`src/rtl/mc_pkg.sv`:
```
// mc_pkg: shared definitions for the multicycle MIPS controller.
// Holds the FSM state encoding, the decoded opcode/funct values and the
// datapath select/ALU codes. Imported by multicycle_controller and
// mc_alu_funct_dec.
package mc_pkg;

    // 4-bit state encoding; 13..15 are unused and recover to FETCH.
    typedef enum logic [3:0] {
        S_FETCH   = 4'd0,
        S_DECODE  = 4'd1,
        S_MEMADR  = 4'd2,
        S_MEMRD   = 4'd3,
        S_MEMWB   = 4'd4,
        S_MEMWR   = 4'd5,
        S_RTYPEEX = 4'd6,
        S_ALUWB   = 4'd7,
        S_BRANCH  = 4'd8,
        S_ADDIEX  = 4'd9,
        S_JUMP    = 4'd10,
        S_JAL     = 4'd11,
        S_ADDIWB  = 4'd12
    } state_t;

    // Opcodes (IR[31:26])
    localparam logic [5:0] OP_R    = 6'b000000;
    localparam logic [5:0] OP_LW   = 6'b100011;
    localparam logic [5:0] OP_SW   = 6'b101011;
    localparam logic [5:0] OP_BEQ  = 6'b000100;
    localparam logic [5:0] OP_BNE  = 6'b000101;
    localparam logic [5:0] OP_ADDI = 6'b001000;
    localparam logic [5:0] OP_J    = 6'b000010;
    localparam logic [5:0] OP_JAL  = 6'b000011;

    // R-type functs (IR[5:0])
    localparam logic [5:0] FN_ADD = 6'b100000;
    localparam logic [5:0] FN_SUB = 6'b100010;
    localparam logic [5:0] FN_AND = 6'b100100;
    localparam logic [5:0] FN_OR  = 6'b100101;
    localparam logic [5:0] FN_SLT = 6'b101010;
    localparam logic [5:0] FN_JR  = 6'b001000;

    // ALU control
    localparam logic [3:0] ALU_AND = 4'b0000;
    localparam logic [3:0] ALU_OR  = 4'b0001;
    localparam logic [3:0] ALU_ADD = 4'b0010;
    localparam logic [3:0] ALU_SUB = 4'b0110;
    localparam logic [3:0] ALU_SLT = 4'b0111;

    // PC source
    localparam logic [1:0] PCSRC_ALU    = 2'b00;
    localparam logic [1:0] PCSRC_ALUOUT = 2'b01;
    localparam logic [1:0] PCSRC_JUMP   = 2'b10;
    localparam logic [1:0] PCSRC_A      = 2'b11;

    // ALU B source
    localparam logic [1:0] SRCB_B      = 2'b00;
    localparam logic [1:0] SRCB_FOUR   = 2'b01;
    localparam logic [1:0] SRCB_IMM    = 2'b10;
    localparam logic [1:0] SRCB_IMM_SH = 2'b11;

    // Register file write address select
    localparam logic [1:0] RD_RT  = 2'b00;
    localparam logic [1:0] RD_RD  = 2'b01;
    localparam logic [1:0] RD_R31 = 2'b10;

    // Register file write data select
    localparam logic [1:0] M2R_ALUOUT = 2'b00;
    localparam logic [1:0] M2R_MDR    = 2'b01;
    localparam logic [1:0] M2R_PC     = 2'b10;

endpackage

```
`src/rtl/mc_alu_funct_dec.sv`:
```
// mc_alu_funct_dec: combinational R-type funct decoder.
// Ports:
//   funct      in  6  IR[5:0]
//   alucontrol out 4  ALU operation for the funct (ADD when not arithmetic)
//   is_jr      out 1  funct is jr
//   bad_funct  out 1  funct is not one of the supported R-type functs
module mc_alu_funct_dec
    import mc_pkg::*;
(
    input  logic [5:0] funct,
    output logic [3:0] alucontrol,
    output logic       is_jr,
    output logic       bad_funct
);

    always_comb begin
        alucontrol = ALU_ADD;
        is_jr      = 1'b0;
        bad_funct  = 1'b0;
        case (funct)
            FN_ADD:  alucontrol = ALU_ADD;
            FN_SUB:  alucontrol = ALU_SUB;
            FN_AND:  alucontrol = ALU_AND;
            FN_OR:   alucontrol = ALU_OR;
            FN_SLT:  alucontrol = ALU_SLT;
            FN_JR:   is_jr      = 1'b1;
            default: bad_funct  = 1'b1;
        endcase
    end

endmodule

```
`src/rtl/multicycle_controller.sv`:
```
// multicycle_controller: Moore FSM sequencing the multicycle MIPS datapath
// (shared memory, single ALU, IR/MDR/A/B/ALUOut holding registers).
//
// Ports:
//   clk, reset_n            clock, asynchronous active-low reset
//   op, funct               IR[31:26], IR[5:0]
//   zero                    ALU zero flag (branch qualification)
//   mem_ready               memory completes the access this cycle
//   pcwrite, irwrite,
//   regwrite                register load enables
//   memread, memwrite       memory requests
//   iord, regdst, memtoreg,
//   alusrca, alusrcb,
//   pcsrc, alucontrol       datapath selects / ALU operation
//   illegal                 one-cycle pulse on an undecodable op or funct
//   state_o                 current state (debug)
//   instret, cycles         performance counters (only with MC_PERF_CNT_EN)
//
// Memory handshake: a request (memread or memwrite) is held steady, with its
// address select, until a cycle in which mem_ready is high; that cycle
// completes the access and the FSM moves on at the next clock edge. With
// WAIT_EN_DEFAULT = 0 mem_ready is ignored and every access takes one cycle.
//
// Optional feature macro: MC_PERF_CNT_EN adds the instret/cycles counters.
module multicycle_controller
    import mc_pkg::*;
#(
    parameter logic WAIT_EN_DEFAULT = 1'b1
) (
    input  logic        clk,
    input  logic        reset_n,
    input  logic [5:0]  op,
    input  logic [5:0]  funct,
    input  logic        zero,
    input  logic        mem_ready,
    output logic        pcwrite,
    output logic        iord,
    output logic        memread,
    output logic        memwrite,
    output logic        irwrite,
    output logic [1:0]  regdst,
    output logic [1:0]  memtoreg,
    output logic        regwrite,
    output logic        alusrca,
    output logic [1:0]  alusrcb,
    output logic [3:0]  alucontrol,
    output logic [1:0]  pcsrc,
    output logic        illegal,
`ifdef MC_PERF_CNT_EN
    output logic [31:0] instret,
    output logic [31:0] cycles,
`endif
    output logic [3:0]  state_o
);

    state_t     state_q, state_d;
    logic       ready;
    logic [3:0] dec_alu;
    logic       dec_jr;
    logic       dec_bad;

    assign ready   = WAIT_EN_DEFAULT ? mem_ready : 1'b1;
    assign state_o = state_q;

    mc_alu_funct_dec u_funct_dec (
        .funct      (funct),
        .alucontrol (dec_alu),
        .is_jr      (dec_jr),
        .bad_funct  (dec_bad)
    );

    always_ff @(posedge clk or negedge reset_n) begin
        if (!reset_n) state_q <= S_FETCH;
        else          state_q <= state_d;
    end

    always_comb begin
        state_d    = state_q;
        pcwrite    = 1'b0;
        iord       = 1'b0;
        memread    = 1'b0;
        memwrite   = 1'b0;
        irwrite    = 1'b0;
        regdst     = RD_RT;
        memtoreg   = M2R_ALUOUT;
        regwrite   = 1'b0;
        alusrca    = 1'b0;
        alusrcb    = SRCB_B;
        alucontrol = ALU_ADD;
        pcsrc      = PCSRC_ALU;
        illegal    = 1'b0;

        case (state_q)
            S_FETCH: begin
                // PC+4 goes straight into the PC in the same cycle the
                // instruction word lands in IR.
                memread = 1'b1;
                alusrcb = SRCB_FOUR;
                pcsrc   = PCSRC_ALU;
                irwrite = ready;
                pcwrite = ready;
                if (ready) state_d = S_DECODE;
            end
            S_DECODE: begin
                // Speculative branch target into ALUOut.
                alusrcb = SRCB_IMM_SH;
                case (op)
                    OP_LW, OP_SW:   state_d = S_MEMADR;
                    OP_R:           state_d = S_RTYPEEX;
                    OP_BEQ, OP_BNE: state_d = S_BRANCH;
                    OP_ADDI:        state_d = S_ADDIEX;
                    OP_J:           state_d = S_JUMP;
                    OP_JAL:         state_d = S_JAL;
                    default: begin
                        illegal = 1'b1;
                        state_d = S_FETCH;
                    end
                endcase
            end
            S_MEMADR: begin
                alusrca = 1'b1;
                alusrcb = SRCB_IMM;
                state_d = (op == OP_LW) ? S_MEMRD : S_MEMWR;
            end
            S_MEMRD: begin
                iord    = 1'b1;
                memread = 1'b1;
                if (ready) state_d = S_MEMWB;
            end
            S_MEMWB: begin
                regdst   = RD_RT;
                memtoreg = M2R_MDR;
                regwrite = 1'b1;
                state_d  = S_FETCH;
            end
            S_MEMWR: begin
                iord     = 1'b1;
                memwrite = 1'b1;
                if (ready) state_d = S_FETCH;
            end
            S_RTYPEEX: begin
                alusrca    = 1'b1;
                alusrcb    = SRCB_B;
                alucontrol = dec_alu;
                if (dec_jr) begin
                    pcsrc   = PCSRC_A;
                    pcwrite = 1'b1;
                    state_d = S_FETCH;
                end else if (dec_bad) begin
                    illegal = 1'b1;
                    state_d = S_FETCH;
                end else begin
                    state_d = S_ALUWB;
                end
            end
            S_ALUWB: begin
                regdst   = RD_RD;
                memtoreg = M2R_ALUOUT;
                regwrite = 1'b1;
                state_d  = S_FETCH;
            end
            S_BRANCH: begin
                alusrca    = 1'b1;
                alusrcb    = SRCB_B;
                alucontrol = ALU_SUB;
                pcsrc      = PCSRC_ALUOUT;
                pcwrite    = (op == OP_BNE) ? ~zero : zero;
                state_d    = S_FETCH;
            end
            S_ADDIEX: begin
                alusrca = 1'b1;
                alusrcb = SRCB_IMM;
                state_d = S_ADDIWB;
            end
            S_ADDIWB: begin
                regdst   = RD_RT;
                memtoreg = M2R_ALUOUT;
                regwrite = 1'b1;
                state_d  = S_FETCH;
            end
            S_JUMP: begin
                pcsrc   = PCSRC_JUMP;
                pcwrite = 1'b1;
                state_d = S_FETCH;
            end
            S_JAL: begin
                // PC already holds PC+4, which is the link value.
                regdst   = RD_R31;
                memtoreg = M2R_PC;
                regwrite = 1'b1;
                pcsrc    = PCSRC_JUMP;
                pcwrite  = 1'b1;
                state_d  = S_FETCH;
            end
            default: begin
                illegal = 1'b1;
                state_d = S_FETCH;
            end
        endcase

        // Reset overrides the FETCH decode immediately so an in-flight
        // memory request drops without waiting for a clock edge.
        if (!reset_n) begin
            pcwrite    = 1'b0;
            iord       = 1'b0;
            memread    = 1'b0;
            memwrite   = 1'b0;
            irwrite    = 1'b0;
            regdst     = RD_RT;
            memtoreg   = M2R_ALUOUT;
            regwrite   = 1'b0;
            alusrca    = 1'b0;
            alusrcb    = SRCB_B;
            alucontrol = ALU_ADD;
            pcsrc      = PCSRC_ALU;
            illegal    = 1'b0;
        end
    end

`ifdef MC_PERF_CNT_EN
    // An instruction retires when control returns to FETCH without an
    // illegal abort.
    always_ff @(posedge clk or negedge reset_n) begin
        if (!reset_n) begin
            cycles  <= '0;
            instret <= '0;
        end else begin
            cycles <= cycles + 32'd1;
            if (state_q != S_FETCH && state_d == S_FETCH && !illegal)
                instret <= instret + 32'd1;
        end
    end
`endif

endmodule

```
`config.mk`:
```
export PLATFORM = sky130hd
export DESIGN_NAME = multicycle_controller
export DESIGN_NICKNAME = d
export VERILOG_FILES = /design/src/rtl/mc_pkg.sv /design/src/rtl/mc_alu_funct_dec.sv /design/src/rtl/multicycle_controller.sv
export SDC_FILE = /design/constraint.sdc
export NUM_CORES = 1
export LEC_CHECK = 0
export ABC_AREA = 1
export BUFFER_PORTS_ARGS = -buffer_cell sky130_fd_sc_hd__buf_2
export CAP_MARGIN = 30
export CORE_ASPECT_RATIO = 0.9
export CORE_UTILIZATION = 24
export CTS_CLUSTER_SIZE = 24
export DETAILED_ROUTE_END_ITERATION = 16
export PLACE_DENSITY = 0.59
export SKIP_CTS_REPAIR_TIMING = 1
export SLEW_MARGIN = 10
export SYNTH_ARGS = -nofsm -noshare
export SYNTH_HDL_FRONTEND = slang
export SYNTH_HIERARCHICAL = 1
export SYNTH_SLANG_ARGS = --single-unit
```
`constraint.sdc`:
```
create_clock -name clk -period 1.4 [get_ports clk]
set_input_delay 0.14 -clock clk [delete_from_list [all_inputs] [get_ports clk]]
set_output_delay 0.14 -clock clk [all_outputs]
set_load 0.01 [all_outputs]
```
Word-level counts from Yosys, hierarchy flattened. Index checks and enable logic that the tools add are counted.

Multiplexer cells: 42. Reductions and logical operators: 14. Equality and inequality tests: 28. Bitwise logic cells: 1.

Operators with widths (number): 6-bit equality test, second input constant (7); 4-bit case mux with 7 select lines (1); 4-bit case mux with 6 select lines (1); 4-bit equality test, second input constant (5); 1-bit two-way mux (20); 4-bit by 3-bit equality test with 1-bit output, second input constant (4); 4-bit two-way mux (4); 6-bit by 2-bit equality test with 1-bit output, second input constant (2); 6-bit by 3-bit equality test with 1-bit output, second input constant (2); 6-bit by 4-bit equality test with 1-bit output, second input constant (2); 2-bit case mux with 3 select lines (2); 3-bit case mux with 4 select lines (1); 2-bit OR reduction (6); 11-bit OR reduction (1); 2-bit two-way mux (5); 3-bit two-way mux (3); 4-bit by 2-bit equality test with 1-bit output, second input constant (2); 2-bit case mux with 2 select lines (2); 4-bit case mux with 2 select lines (1); 4-bit OR reduction (2); 8-bit OR reduction (1); 6-bit logical NOT (1); 2-bit inequality test, second input constant (3); 6-bit OR reduction (1); other kinds (6) (6).

Bits of input ports: 16. Output and inout bits: 24. Word-level logic and storage cells: 86. Register bits: 4.

Longest topological paths before layout. Gate-level depths: netlist of the first run.

Depth after elaboration: 6. Mapped depth: 11. Gate-level depth less buffers: 11.

Cells and area by module. Netlist of the first run, hierarchy kept.

By module, submodules not included: multicycle_controller (instances 1, seq. area each 100.1 sq um, area each 745.7 sq um, cells an instance 137); mc_alu_funct_dec (instances 1, seq. area each 0.0 sq um, area each 121.4 sq um, cells an instance 25).

Least setup slack after synthesis of the first run. No wires, ideal clock.

Kind: register to output. Start point: reg state_q[0] (netlist: state_o[0]). End point: out pcwrite. Path slack: 95 ps. Cell stages (with the launch flop): 5. Data required time: 1260 ps. Data arrival time: 1165 ps. Buffers on the path: 0. Path through: dfrtp_1 > nor2_1 > nand2_1 > nand3b_1 > a21oi_1.

Cells in the longest elaborated chain, start to end: 4. Elaborated cells on any way between the ends: 8.

Ends and longest elaborated chain: start, declared (RTL line multicycle_controller.sv:56) `state_t state_q, state_d;`; start signal, assigned (RTL line multicycle_controller.sv:74) `else state_q <= state_d;`; 4-bit equality test (RTL line multicycle_controller.sv:93) `case (state_q)`; 2-bit OR reduction (no source line); 1-bit case mux with 4 select lines * (RTL line multicycle_controller.sv:93); 1-bit two-way mux * (RTL line multicycle_controller.sv:203) `if (!reset_n) begin`; end, declared (RTL line multicycle_controller.sv:36) `output logic pcwrite,`.

Every way passes the cells marked *; elsewhere a longest branch is shown, timed or not.

Worst setup path in the final report of the first run.
Start point: reg state_q[2] (netlist: state_o[2]). End point: out alusrca.

Cells in the longest elaborated chain, start to end: 4. Elaborated cells on any way between the ends: 7.

Ends and longest elaborated chain: 4-bit by 3-bit equality test with 1-bit output (tied with other cells) (RTL line multicycle_controller.sv:93); 4-bit OR reduction (no source line) *; 1-bit two-way mux * (RTL line multicycle_controller.sv:93); 1-bit two-way mux * (RTL line multicycle_controller.sv:203); end, declared (RTL line multicycle_controller.sv:44) `output logic alusrca,`.

Marks and branches as above.

==> results of run 1 <==
through the flow:
stage | TNS (ns) | hold WS (ns)
6_report | -1.48 | 0.167
5_1_grt | -2.98 | 0.175
4_1_cts | -2.11 | -0.166
3_5_place_dp | -0.0683 | 0.0638
3_3_place_gp | -0.00364 | 0.0610
2_1_floorplan | 0 | -0.156
cell families (layout without fill, tap and decap cells):
kind of cell           count (synthesis)  in the layout
AND/OR/NAND/NOR                      108            108
flip-flops                             4              4
AO/OA/AOI/OAI                         14             14
buffers and inverters                 34             92
other                                  1              1
XOR/XNOR                               1              1
layer usage:
layer / vias to the layer above / global-route usage (%) / share of wire [%]
met3: 4 / 2.50 / 5.8
li1: 620 / - / -
met1: 477 / 17.8 / 47
met5: - / 0 / 0
met4: 0 / 5.59 / 1.1
met2: 29 / 21.9 / 46
how the worst min path moves through the flow:
stage / start / endpoint / slack, ns / depth (start not counted)
2_1_floorplan: reset_n / state_o[0]$_DFFE_PN0P_ / -0.16 / 0
3_5_place_dp: reset_n / state_o[3]$_DFFE_PN0P_ / 0.06 / 2
5_1_grt: mem_ready / state_o[1]$_DFFE_PN0P_ / 0.17 / 2
6_report: mem_ready / state_o[1]$_DFFE_PN0P_ / 0.17 / 2
3_3_place_gp: reset_n / state_o[3]$_DFFE_PN0P_ / 0.06 / 2
4_1_cts: reset_n / state_o[0]$_DFFE_PN0P_ / -0.17 / 2
worst max-delay path, delay by kind of cell (launching register included):
family,cells,cell delay (ns)
AOI/OAI and AO/OA,1,0.25
buffers and inverters,1,0.17
DFF,1,0.47
and+or+nand+nor,2,0.35
cell type report:
cell class / instances / area (sq um) / area share, %
sequential: 4 / 105 / 7.66
timing repair buffer: 57 / 353 / 25.7
tap: 44 / 55.1 / 4.01
clock buffer: 3 / 41.3 / 3.01
inverter: 32 / 128 / 9.30
multi-input combinational: 124 / 691 / 50.3
layout by cell type (no fill, tap or decap):
master / n
a21oi_1: 6
a21oi_2: 1
a41oi_1: 1
buf_2: 37
buf_4: 15
buf_6: 4
clkbuf_8: 3
conb_1: 1
dfrtp_2: 4
dlygate4sd3_1: 1
inv_1: 21
inv_2: 8
inv_4: 3
nand2_1: 30
nand2_2: 9
nand2_4: 6
nand3_1: 13
nand3_2: 3
nand3b_1: 1
nand4_1: 4
nor2_1: 26
nor2_2: 6
nor2_4: 6
nor3_1: 3
o211ai_1: 2
o21ai_0: 2
o21ai_2: 2
or2_2: 1
xnor2_1: 1
cell usage after synthesis, drive strengths merged:
| cell type | number |
|---|---|
| nand2 | 45 |
| nor2 | 38 |
| inv | 31 |
| nand3 | 16 |
| a21oi | 7 |
| dfrtp | 4 |
| nand4 | 4 |
| o21ai | 4 |
| nor3 | 3 |
| buf | 2 |
| o211ai | 2 |
| a41oi | 1 |
| clkinv | 1 |
| conb | 1 |
| nand3b | 1 |
| or2 | 1 |
| xnor2 | 1 |
power breakdown:
group	internal [mW]	switching (mW)	leakage [nW]	total (mW)
clock network	0.183	0.0603	0.0216	0.244
logic	0.488	0.591	0.751	1.08
registers	0.153	0.0797	0.0474	0.232
==> reports/qor_table.md, run 1 <==
| Parameter | Value |
|:---|:---|
| Fill count | 398 |
| Port Buf Inserts | 38 |
| Crit-path max cell delay | 0.47 ns |
| Data arrival at the endpoint of the critical path | 1.46 ns |
| Post-synthesis share of cell area spent on full adders, half adders and majority gates | 0% |
| I/O pin total | 40 |
| Inserted Diodes | 0 |
| Worst reg-to-reg setup slack | 0.03 ns |
| Synthesized flop and latch total | 4 |
| Number of standard cells in the layout, taps in and fillers out | 264 |
| Vias after detailed routing | 1130 |
| Critical Path Start Type | flip-flop |
| Post-route fraction of the period consumed by the critical path | 114% |
| Flip-flop count of the largest register after layout | 4 |
| Proportion of synthesized chip area in sequential cells | 11.5% |
| Largest cells by area after synthesis | nand2_1 16%, nor2_1 13%, dfrtp_1 12%, inv_1 10%, nand3_1 8.1% |
| Pre-Repair DR Iteration Count | 4 |
| Share of the synthesized area in the top cell type | 15.6% |
| Setup WS pre-CTS | -0.0465 ns |
| Cell Rows | 20 |
| Core Region | 3400 sq um |
| Final core area utilization | 40.3% |
| Syn avg cell area | 5.35 sq um |
| FMAX | 624 MHz |
| Min-Delay Path Class | input pin to flip-flop |
| Most area-hungry cell type in the Yosys netlist | nand2_1 |
| Routability-driven placement congestion ratio | 0.862 |
| Setup CP Type | flip-flop to primary output |
| Number of max-slew violations in the final report | 0 |
| Post-route total power | 1.56 mW |
| Chip height | 59.0 um |
| Source of the critical timing path | state_o[2]$_DFFE_PN0P_ |
| Netlist cell types | 27 |
| Worst path required time | 1.26 ns |
| PnR worst setup slack | -0.202 ns |
| Iter 0 DRT Violations | 21 |
| Area of the die | 3860 sq um |
| R2R Path Start | state_o[3]$_DFFE_PN0P_ |
| Maximum number of pins on one net before global-route repair | 16 |
| Post-detailed-placement cell area | 1180 sq um |
| Number of H-tree branching levels | 1 |
| Worst supply voltage drop on vdd | 0.363 mV |
| Global-route wire length before repair | 4120 um |
| Post-route cell area | 1370 sq um |
| Synthesized Nets | 178 |
| Unrepaired setup endpoints after global routing | yes |
| Number of placed instances, taps included | 252 |
| Worst reg-to-reg path cell count | 11 |
| Violated checks | negative setup slack |
| Worst path cell trace | nor2_2, nand2_1, a41oi_1, buf_2 |
| Share of the synthesized netlist area taken by xor and xnor gates | 1.01% |
| Synthesis Warnings | 6 |
| Total Routing Usage GR | 13.6% |
| Final Hold Fails | 0 |
| Residual overflow from global routing | 0 |
| Vias in the first global route | 1006 |
| Endpoint class of the critical path | primary output |
| Width of the chip | 65.4 um |
| Clock buffer count from CTS | 3 |
| CP Max Fanout | 6 |
| Number of nets still failing antenna checks after routing | 0 |
| Number of max-cap violations | 0 |
| Clk_lat worst skew | 0.22 ns |
| Post-Route Skew | 0.00305 ns |
| # clock sinks | 4 |
| Master cell of the clock root buffer | clkbuf_8 |
| Via-per-instance ratio | 4.28 |
| Dominant combinational cell family by area after synthesis | simple AND/OR/NAND/NOR gates |
| Fraction of the mapped netlist area in simple logic gates | 61.2% |
| Initial Util | 25.5% |
| Clock tree from TritonCTS | yes |
| Standard cell with the maximum stage delay on the critical path | dfrtp_2 |
| Cells after Synth | 162 |
| Fraction of the mapped netlist area in compound gates | 10.4% |
| Antenna violations before repair | 0 |
| Number of buffers on the longest clock path | 2 |
| Layout overhead on the synthesized area | 58.3% |
| Final setup violation count | 17 |
| Shortest clock period the worst path allows after layout | 1.60 ns |
| Setup crit end | alusrca |
| P per Cell Area | 1130 nW/um^2 |
| Number of remaining DRC errors | 0 |
| Number of nets in the layout | 238 |
| Portion of netlist area occupied by mux cells | 0% |
| Routed Wire Length | 2680 um |
| Summed instance area of the synthesized netlist | 867 sq um |
| Result of the run | finished with violations |
| Static leakage | 0.820 nW |
| Clock input transition at the sequential cells of the worst setup and hold paths | 0.03 ns |
| Per-cell routed wire length | 10.1 um |
| Share of post-route cells with drive strength above 1 | 49.1% |
| HPWL after detailed placement | 2050 um |
| Endpoint of the most critical register-to-register path | state_o[0]$_DFFE_PN0P_ |
No activity file was read; power rests on OpenSTA's default activity.
==> inputs of run 2 (changes only) <==
==> constraint.sdc (replaced) <==
create_clock -name clk -period 1.7 [get_ports clk]
set_input_delay 0.085 -clock clk [delete_from_list [all_inputs] [get_ports clk]]
set_output_delay 0.085 -clock clk [all_outputs]
set_load 0.01 [all_outputs]
==> run 2 against run 1 <==
Non-clock buffer count is 17 lower. Sequential cell count stayed put. Global-route usage is 0.13 points higher. Clock-buffer cell count stayed put. Via count is 7.6% lower. The flow now finishes without violations. Sequential share of layout area is 1.3 points higher. Sequential power is 20% lower. Wire length is 11% lower. Combinational power is 40% lower. Critical endpoint unchanged. Worst setup slack better by 0.34 ns.
==> reports/qor_table.md, run 2 (synthesis gave the netlist of run 1 again) <==
| Parameter | Value | vs previous |
|:---|:---|:---|
| Result of the run | complete, no violations |  |
| Core Region | 3400 sq um | unchanged |
| Inserted Diodes | 0 | unchanged |
| Antenna violations before repair | 0 | unchanged |
| Final setup violation count | 0 | -17 |
| Master cell of the clock root buffer | clkbuf_8 |  |
| HPWL after detailed placement | 2010 um | -2.3% |
| Worst path required time | 1.62 ns | +0.36 ns |
| Worst reg-to-reg setup slack | 0.42 ns | +0.39 ns |
| Fin Setup TNS | 0 ns | +1.48 ns |
| Chip height | 59.0 um | unchanged |
| Number of buffers on the longest clock path | 2 | unchanged |
| Total Routing Usage GR | 13.7% | +0.13 points |
| Seq. cell area | 105 sq um | unchanged |
| Number of nets in the layout | 221 | -7.1% |
| Most common cell after layout, fill and taps aside | buf_2 |  |
| Commonest cells after routing, fill and taps aside | 38 x buf_2, 36 x nand2_1, 28 x nor2_1, 23 x inv_1, 14 x nand3_1 |  |
| Global-route wire length before repair | 4000 um | -3.0% |
| Port Buf Inserts | 38 | unchanged |
| Clock tree from TritonCTS | yes |  |
| Flip-flop count of the largest register after layout | 4 | unchanged |
| Post-route fraction of the period consumed by the critical path | 91.7% |  |
| Static leakage | 0.689 nW | -16% |
| Routed Wire Length | 2390 um | -11% |
| Critical Path Start Type | flip-flop |  |
| Maximum number of pins on one net before global-route repair | 16 | unchanged |
| Residual overflow from global routing | 0 | unchanged |
| Unrepaired setup endpoints after global routing | no |  |
| Vias in the first global route | 908 | -9.7% |
| Min-Delay Path Class | input pin to flip-flop |  |
| Vias after detailed routing | 1044 | -7.6% |
| Worst supply voltage drop on vdd | 0.231 mV | -36% |
| Number of remaining DRC errors | 0 | unchanged |
| Cell Rows | 20 | unchanged |
| Number of max-slew violations in the final report | 0 | unchanged |
| Clock buffer count from CTS | 3 | unchanged |
| Multi-input logic area | 641 sq um | -7.2% |
| Tightest hold margin | 0.0833 ns | -0.0837 ns |
| Shortest clock period the worst path allows after layout | 1.56 ns |  |
| Area of the die | 3860 sq um | unchanged |
| Routability-driven placement congestion ratio | 0.782 | -9.3% |
| Layout overhead on the synthesized area | 35.2% |  |
| I/O pin total | 40 | unchanged |
| Post-Route Skew | 0.00631 ns | +0.00326 ns |
| Pre-Repair DR Iteration Count | 6 | +2 |
| Clock input transition at the sequential cells of the worst setup and hold paths | 0.03 ns | about the same |
| Final Hold Fails | 0 | unchanged |
| Per-cell routed wire length | 9.67 um | -4.6% |
| FMAX | 641 MHz |  |
| Share of post-route cells with drive strength above 1 | 38.9% | -10 points |
| Number of max-cap violations | 0 | unchanged |
| # clock sinks | 4 | unchanged |
| Initial Util | 25.5% | unchanged |
| Number of H-tree branching levels | 1 | unchanged |
| Iter 0 DRT Violations | 60 | +190% |
| P per Cell Area | 887 nW/um^2 | -22% |
| Clk_lat worst skew | 0.22 ns | about the same |
| Endpoint class of the critical path | primary output |  |
| Fill count | 429 | +7.8% |
| Data arrival at the endpoint of the critical path | 1.47 ns | about the same |
| Number of nets still failing antenna checks after routing | 0 | unchanged |
| Setup CP Type | flip-flop to primary output |  |
| Via-per-instance ratio | 4.23 | -1.3% |
| Width of the chip | 65.4 um | unchanged |
| CP Max Fanout | 6 | unchanged |
-- run 2: cell count changes in the layout (fill, tap and decap cells not counted), moves of 2 or more --
cell / previous run / this run
nand2_4: 6 / 2
nand2_1: 30 / 36
nor2_1: 26 / 28
nand2_2: 9 / 7
inv_1: 21 / 23
buf_6: 4 / 0
inv_4: 3 / 1
buf_4: 15 / 1
-- run 2: layout make-up --
class	instances	share of cell area [%]
multi-input cells	124	54.6
flip-flops and latches	4	8.96
inverters	32	10.5
clock buffers	3	3.52
repair buffers	40	17.7
well taps	44	4.70
-- run 2: path summary, 6_finish.rpt --
path	from	to	depth (start not counted)
setup reg to reg	state_o[3]$_DFFE_PN0P_	state_o[2]$_DFFE_PN0P_	8
min in group asynchronous	reset_n	state_o[2]$_DFFE_PN0P_	2
hold / removal	mem_ready	state_o[1]$_DFFE_PN0P_	2
max in group asynchronous	reset_n	state_o[3]$_DFFE_PN0P_	2
setup / recovery	state_o[2]$_DFFE_PN0P_	alusrca	4
hold reg to reg	state_o[3]$_DFFE_PN0P_	state_o[1]$_DFFE_PN0P_	3
-- run 2: report_power, final --
group / internal [mW] / total [mW] / leakage (nW) / switching, mW
registers: 0.126 / 0.185 / 0.0474 / 0.0590
clock network: 0.151 / 0.206 / 0.0216 / 0.0545
logic: 0.247 / 0.650 / 0.620 / 0.403
total: 0.524 / 1.04 / 0.689 / 0.516
-- run 2: metrics by stage --
step                      std cells  setup WS, ns  area, sq um  power (mW)  utilization (%)
final                           247         0.140         1170        1.04             34.4
after global routing            247       0.00928         1170        1.15             34.4
after CTS                       245        0.0586         1140        1.01             33.6
after detailed placement        242         0.304         1100       0.802             32.4
after global placement          242         0.314         1100       0.802             32.4
after floorplan                 162         0.450          867       0.620                -
-- run 2: worst max-delay path, stage by stage (launching register included) --
cell     delay [ns]
dfrtp_2        0.47
nor2_2         0.23
nand2_1        0.15
a41oi_1        0.24
buf_2          0.16
-- run 2: routing by layer --
metal | GRT usage, % | up-vias | wire [um] | share of wire, %
met1 | 18.9 | 423 | 1210 | 51
met4 | 7.45 | 0 | 52 | 2.2
met2 | 20.6 | 30 | 1010 | 42
met3 | 1.92 | 5 | 119 | 5.0
met5 | 0 | - | 0 | 0
li1 | - | 586 | - | -
